### config.mk
export PLATFORM = sky130hd
export DESIGN_NAME = hilo_unit
export DESIGN_NICKNAME = d
export VERILOG_FILES = /design/src/rtl/def.sv /design/src/rtl/hilo_div.sv /design/src/rtl/hilo_unit.sv
export SDC_FILE = /design/constraint.sdc
export NUM_CORES = 2
export LEC_CHECK = 0
export CELL_PAD_IN_SITES_DETAIL_PLACEMENT = 1
export CELL_PAD_IN_SITES_GLOBAL_PLACEMENT = 1
export CORE_UTILIZATION = 56
export CTS_CLUSTER_SIZE = 40
export DETAILED_ROUTE_END_ITERATION = 7
export DONT_BUFFER_PORTS = 1
export GPL_TIMING_DRIVEN = 0
export PLACE_DENSITY = 0.86
export SKIP_CTS_REPAIR_TIMING = 1
export SKIP_LAST_GASP = 1
export SYNTH_ARGS = -nofsm -noshare
export SYNTH_HDL_FRONTEND = slang
export SYNTH_HIERARCHICAL = 1
export SYNTH_SLANG_ARGS = --single-unit
### constraint.sdc
create_clock -name clk -period 23.4 [get_ports clk]
set_input_delay 5.85 -clock clk [delete_from_list [all_inputs] [get_ports clk]]
set_output_delay 5.85 -clock clk [all_outputs]
set_load 0.005 [all_outputs]
### src/rtl/def.sv
// Shared definitions for the HI/LO unit: HILO_OP encodings, FSM states and
// the operand magnitude helper used by the divider.
package def;

  localparam logic [1:0] HILO_MUL = 2'd0;
  localparam logic [1:0] HILO_MAD = 2'd1;
  localparam logic [1:0] HILO_MT  = 2'd2;
  localparam logic [1:0] HILO_DIV = 2'd3;

  typedef enum logic [1:0] {
    IDLE = 2'd0,
    DIV  = 2'd1,
    FIX  = 2'd2
  } hilo_state;

  // Two's-complement negate when neg is set. |0x80000000| stays 0x80000000,
  // which is the correct magnitude once read as unsigned.
  function automatic logic [31:0] cond_neg(input logic [31:0] v, input logic neg);
    return neg ? (~v + 32'd1) : v;
  endfunction

endpackage

### src/rtl/hilo_div.sv
// Iterative restoring divider: one quotient bit per cycle on operand
// magnitudes, with the sign fix-up applied on the way out.
module hilo_div
  import def::*;
#(
  parameter int DIV_ITER = 32
) (
  input  logic        clk,
  input  logic        reset_n,
  input  logic        start,
  input  logic        abort,
  input  logic        is_signed,
  input  logic [31:0] a,
  input  logic [31:0] b,
  output logic        done,
  output logic [31:0] quot,
  output logic [31:0] rem
);

  localparam int CW = $clog2(DIV_ITER + 1);

  logic [32:0]   rem_q;      // partial remainder
  logic [31:0]   quot_q;     // dividend bits shift out the top, quotient bits shift in
  logic [31:0]   divisor_q;
  logic          neg_quot_q;
  logic          neg_rem_q;
  logic          running_q;
  logic [CW-1:0] count_q;

  logic [32:0] rem_sh;
  logic [32:0] diff;
  logic        ge;

  // After every step the remainder is below the divisor, so its top bit is
  // always zero and is dropped when shifting.
  logic unused_rem_msb;
  assign unused_rem_msb = rem_q[32];

  // One restoring step: shift in the next dividend bit and trial-subtract.
  always_comb begin
    rem_sh = {rem_q[31:0], quot_q[31]};
    ge     = (rem_sh >= {1'b0, divisor_q});
    diff   = rem_sh - {1'b0, divisor_q};
  end

  // Divider datapath registers: capture on start, iterate while running.
  always_ff @(posedge clk) begin
    if (!reset_n) begin
      rem_q      <= '0;
      quot_q     <= '0;
      divisor_q  <= '0;
      neg_quot_q <= 1'b0;
      neg_rem_q  <= 1'b0;
      running_q  <= 1'b0;
      count_q    <= '0;
    end else if (abort) begin
      running_q  <= 1'b0;
    end else if (start) begin
      rem_q      <= '0;
      quot_q     <= cond_neg(a, is_signed & a[31]);
      divisor_q  <= cond_neg(b, is_signed & b[31]);
      neg_quot_q <= is_signed & (a[31] ^ b[31]);
      neg_rem_q  <= is_signed & a[31];
      running_q  <= 1'b1;
      count_q    <= '0;
    end else if (running_q) begin
      rem_q   <= ge ? diff : rem_sh;
      quot_q  <= {quot_q[30:0], ge};
      count_q <= count_q + 1'b1;
      if (count_q == CW'(DIV_ITER - 1)) begin
        running_q <= 1'b0;
      end
    end
  end

  // done marks the cycle whose edge performs the final step; results are
  // valid from the following cycle until the next start.
  always_comb begin
    done = running_q && (count_q == CW'(DIV_ITER - 1));
    quot = cond_neg(quot_q, neg_quot_q);
    rem  = cond_neg(rem_q[31:0], neg_rem_q);
  end

endmodule

### src/rtl/hilo_unit.sv
// Execute-stage HI/LO unit: single-cycle mult/mad/mt, multi-cycle divide,
// and the architectural HI and LO registers.
module hilo_unit
  import def::*;
#(
  parameter int DIV_ITER = 32
) (
  input  logic        clk,
  input  logic        reset_n,
  input  logic        en,
  input  logic [2:0]  op,
  input  logic        is_signed,
  input  logic [31:0] a,
  input  logic [31:0] b,
  input  logic        abort,
  output logic [31:0] hi,
  output logic [31:0] lo,
  output logic        busy
);

  hilo_state   state_q, state_d;
  logic [31:0] hi_q, lo_q;
  logic        accept;
  logic        div_start;
  logic        div_done;
  logic [31:0] div_quot, div_rem;
  logic [63:0] a_ext, b_ext, prod;

  assign accept    = (state_q == IDLE) && en && !abort;
  assign div_start = accept && (op[1:0] == HILO_DIV);

  // Sign- or zero-extend to 64 bits; the low 64 bits of the product are
  // then correct for both signednesses.
  always_comb begin
    a_ext = {{32{is_signed & a[31]}}, a};
    b_ext = {{32{is_signed & b[31]}}, b};
    prod  = a_ext * b_ext;
  end

  hilo_div #(
    .DIV_ITER (DIV_ITER)
  ) u_div (
    .clk       (clk),
    .reset_n   (reset_n),
    .start     (div_start),
    .abort     (abort),
    .is_signed (is_signed),
    .a         (a),
    .b         (b),
    .done      (div_done),
    .quot      (div_quot),
    .rem       (div_rem)
  );

  // State register.
  always_ff @(posedge clk) begin
    // NOTE: sequential state uses non-blocking assignment so every register
    // in the design samples pre-edge values regardless of block order.
    if (!reset_n) state_q <= IDLE;
    else          state_q <= state_d;
  end

  // Next-state logic: IDLE -> DIV on accepted divide, DIV -> FIX on the last
  // step, FIX -> IDLE; abort returns to IDLE from any busy state.
  always_comb begin
    // NOTE: default first so no path leaves state_d unassigned (no latch).
    state_d = state_q;
    unique case (state_q)
      IDLE:    if (div_start) state_d = DIV;
      DIV:     if (abort) state_d = IDLE;
               else if (div_done) state_d = FIX;
      FIX:     state_d = IDLE;
      default: state_d = IDLE;
    endcase
  end

  // Output logic: busy whenever a divide is in flight.
  always_comb begin
    busy = (state_q != IDLE);
    hi   = hi_q;
    lo   = lo_q;
  end

  // HI/LO registers: written by accepted single-cycle ops or by FIX.
  always_ff @(posedge clk) begin
    if (!reset_n) begin
      hi_q <= '0;
      lo_q <= '0;
    end else if (accept) begin
      unique case (op[1:0])
        HILO_MUL: {hi_q, lo_q} <= prod;
        HILO_MAD: {hi_q, lo_q} <= {hi_q, lo_q} + prod;
        HILO_MT:  if (op[2]) hi_q <= a;
                  else       lo_q <= a;
        default:  ;  // divide: results arrive from FIX
      endcase
    end else if ((state_q == FIX) && !abort) begin
      hi_q <= div_rem;
      lo_q <= div_quot;
    end
  end

endmodule

==> flow_summary.ini <==
[timing]
final.setup_skew_ps = 17.0
post-route-period-util_pct = 81.1
setup_ws_ps = 4410
grt_setup_unrepaired = no
finalSetupTns_ps = 0
max_clock_freq_mhz = 52.7
slew-limit-headroom_pct = -2.24
hold_slack_ps = 480
final-setup-viol-count = 0
report.final.slew_viol_count = 42
worstMarginPinSlew_ps = 1530
min_period_ps = 18990
finalHoldViolCount = 0

[worst_setup_path]
required_ps = 23770
cp_slowest_stage_delay_ps = 1190
setup_cp_type = in2reg
slowest_stage = clkbuf_1
worst-path-max-fanout = 10
timing.critical_path.arrival_ps = 19360
reg2reg_slack_ps = 17880
timing.reg2reg.worst_path_depth = 11
crit_path_start_kind = input pin
worst_path_most_repeated_cell = fa_1
critPathCaptureType = register

[placement]
numPlacedInstances = 7650
hpwl_after_dpl_um = 209000
placement.setup.worst_slack_ps = 4410
io_buffers = 0
place_congestion = 1.06

[clock_network]
clkSinkCount = 171
cts_buffer_depth = 2
tritoncts.num_buffers = 17
root_buffer = clkbuf_16
cts_max_level = 4
tritoncts = built
cts.reportedPaths.clkPinSlew_ps = 70
worst_skew_pair.late_latency_ps = 480

[synthesis]
ys_warn_count = 6
synth_most_common_cell = inv_1
syn-instance-count = 6384
synth_nets = 7899
synth_top_cells_by_area = fa_1 (42%), inv_1 (8.1%), ha_1 (7.3%)
synth-edff-count = 0
synth.top_cell.area_share_pct = 41.6
dominantRegCellSynth = dfxtp_1
synth_seq_area_share_pct = 6.31
synth-async-reset-ratio_pct = 0
netlist_area_um2 = 54300
synth-seq-cells = 171
synth_area_leader_cell = fa_1
avg_synthesized_cell_area_um2 = 8.50
synth.distinct_cells = 102
synth_commonest_cells = inv_1 (1165), fa_1 (1127), nand2_1 (986)

[die]
dieArea_um2 = 98200
core.rowCount = 113
i_o_pin_cnt = 137
core_um2 = 95400
start_util_pct = 56.9
die-width_um = 313
die_h_um = 313

[finish]
final-seq-area_um2 = 3420
area_occupied_by_multi_input_gates_um2 = 45000
post_layout_nonfiller_instances = 7733
filler_cell_count = 11600
area_growth_pct = 4.32
nNetsFinal = 7919
share_of_post_route_cells_with_drive_strength_above_1_pct = 2.18

[grt]
grt.overflow.total = 0
groute.usage.overall_pct = 52.1
grt_start_max_net_pins = 25
via_count_of_the_first_global_routing_pass = 54500
grt_antenna_before_repair = 49
global_route_wire_length_before_repair_um = 364000

[route]
drc_errors = 0
antenna_violating_nets_post_route = 0
drt_first_iter_violations = 6369
first_pass_detailed_route_iteration_total = 6
viasPerCell = 6.64
wire_per_inst_um = 32.9
detail_route.wirelength_um = 255000
vias = 51400

[outcome]
violations_in_the_final_reports = max-capacitance violations, max-slew violations
outcome = complete, but fails checks

[run]
cap_viol_max_count = 6

[min_path]
min_path_cells = 2
worstHoldPathType = reg2reg
==> sequential cells by signal (all words and copies together), names as in the netlist <==
name and count:
u_div/rem_q 32, u_div/neg_rem_q 1, u_div/quot_q 32, u_div/neg_quot_q 1, u_div/divisor_q 32, hi 32
lo 32, state_q 2, u_div/count_q 6, u_div/running_q 1
==> cells in the final DEF, fill, tap and decap left out, types with 36 or more instances in the layout <==
cell type	count
and2_1	397
o21ai_1	38
a21oi_1	298
nand2_1	986
o31ai_1	40
o211a_1	36
ha_1	316
and3_1	41
nand3_1	65
a21o_1	71
nor3_1	46
inv_1	1165
diode_2	51
fa_1	1127
nor2_1	180
xnor2_1	181
xor2_1	92
o21ai_0	175
dfxtp_1	171
nand4_1	42
clkbuf_1	340
==> through the flow <==
| stage | utilization, % | instance area [um^2] |
|---|---|---|
| global route | 59.2 | 56500 |
| floorplan | - | 54300 |
| finish | 59.3 | 56600 |
| detailed placement | 58.5 | 55900 |
| global placement | 58.5 | 55900 |
| CTS | 59.2 | 56500 |
==> cells by family (layout without fill, tap and decap cells) <==
kind of cell               count (synthesis)  after routing  synth area share, %
muxes                                     25             25                0.463
adders and majority gates               1443           1443                 48.9
AOI/OAI and AO/OA                        996            996                 12.2
other                                      0             51                    0
xor gates and xnor gates                 273            273                 4.41
DFF                                      171            171                 6.31
and+or+nand+nor                         1937           1937                 17.0
buffers and inverters                   1539           1572                 10.8
==> final timing paths <==
kind / from / end
worst min register to register: u_div/divisor_q[0] / u_div/divisor_q[0]
worst max-delay path: b[8] / hi[29]
worst max register to register: state_q[0] / u_div/quot_q[15]
worst min-delay path: u_div/divisor_q[0] / u_div/divisor_q[0]
==> layout make-up <==
type	count	area share (%)
inverters	1167	7.74
multi-input cells	4674	79.5
diodes	51	0.225
well taps	1265	2.80
plain buffers	372	2.59
clock buffers	19	0.800
clock inverters	13	0.290
repair buffers	1	0.0133
flip-flops and latches	171	6.05
==> worst max-delay path: cells and delay by family <==
kind / cells / cell delay, ps
AOI/OAI and AO/OA: 13 / 3050
xor gates and xnor gates: 1 / 790
buffers and inverters: 7 / 2540
and+or+nand+nor: 8 / 2170
adders and majority gates: 10 / 4910
==> layer usage <==
layer,up-vias,wire (um),track usage (%)
met2,4243,107000,75.4
met3,1377,36700,20.5
met5,-,197,0.484
met4,22,25400,42.7
met1,25700,85600,61.4
li1,20000,-,-
Power is not shown: default switching activity piles up to over one toggle a cycle in this logic, so the estimate is an artifact.
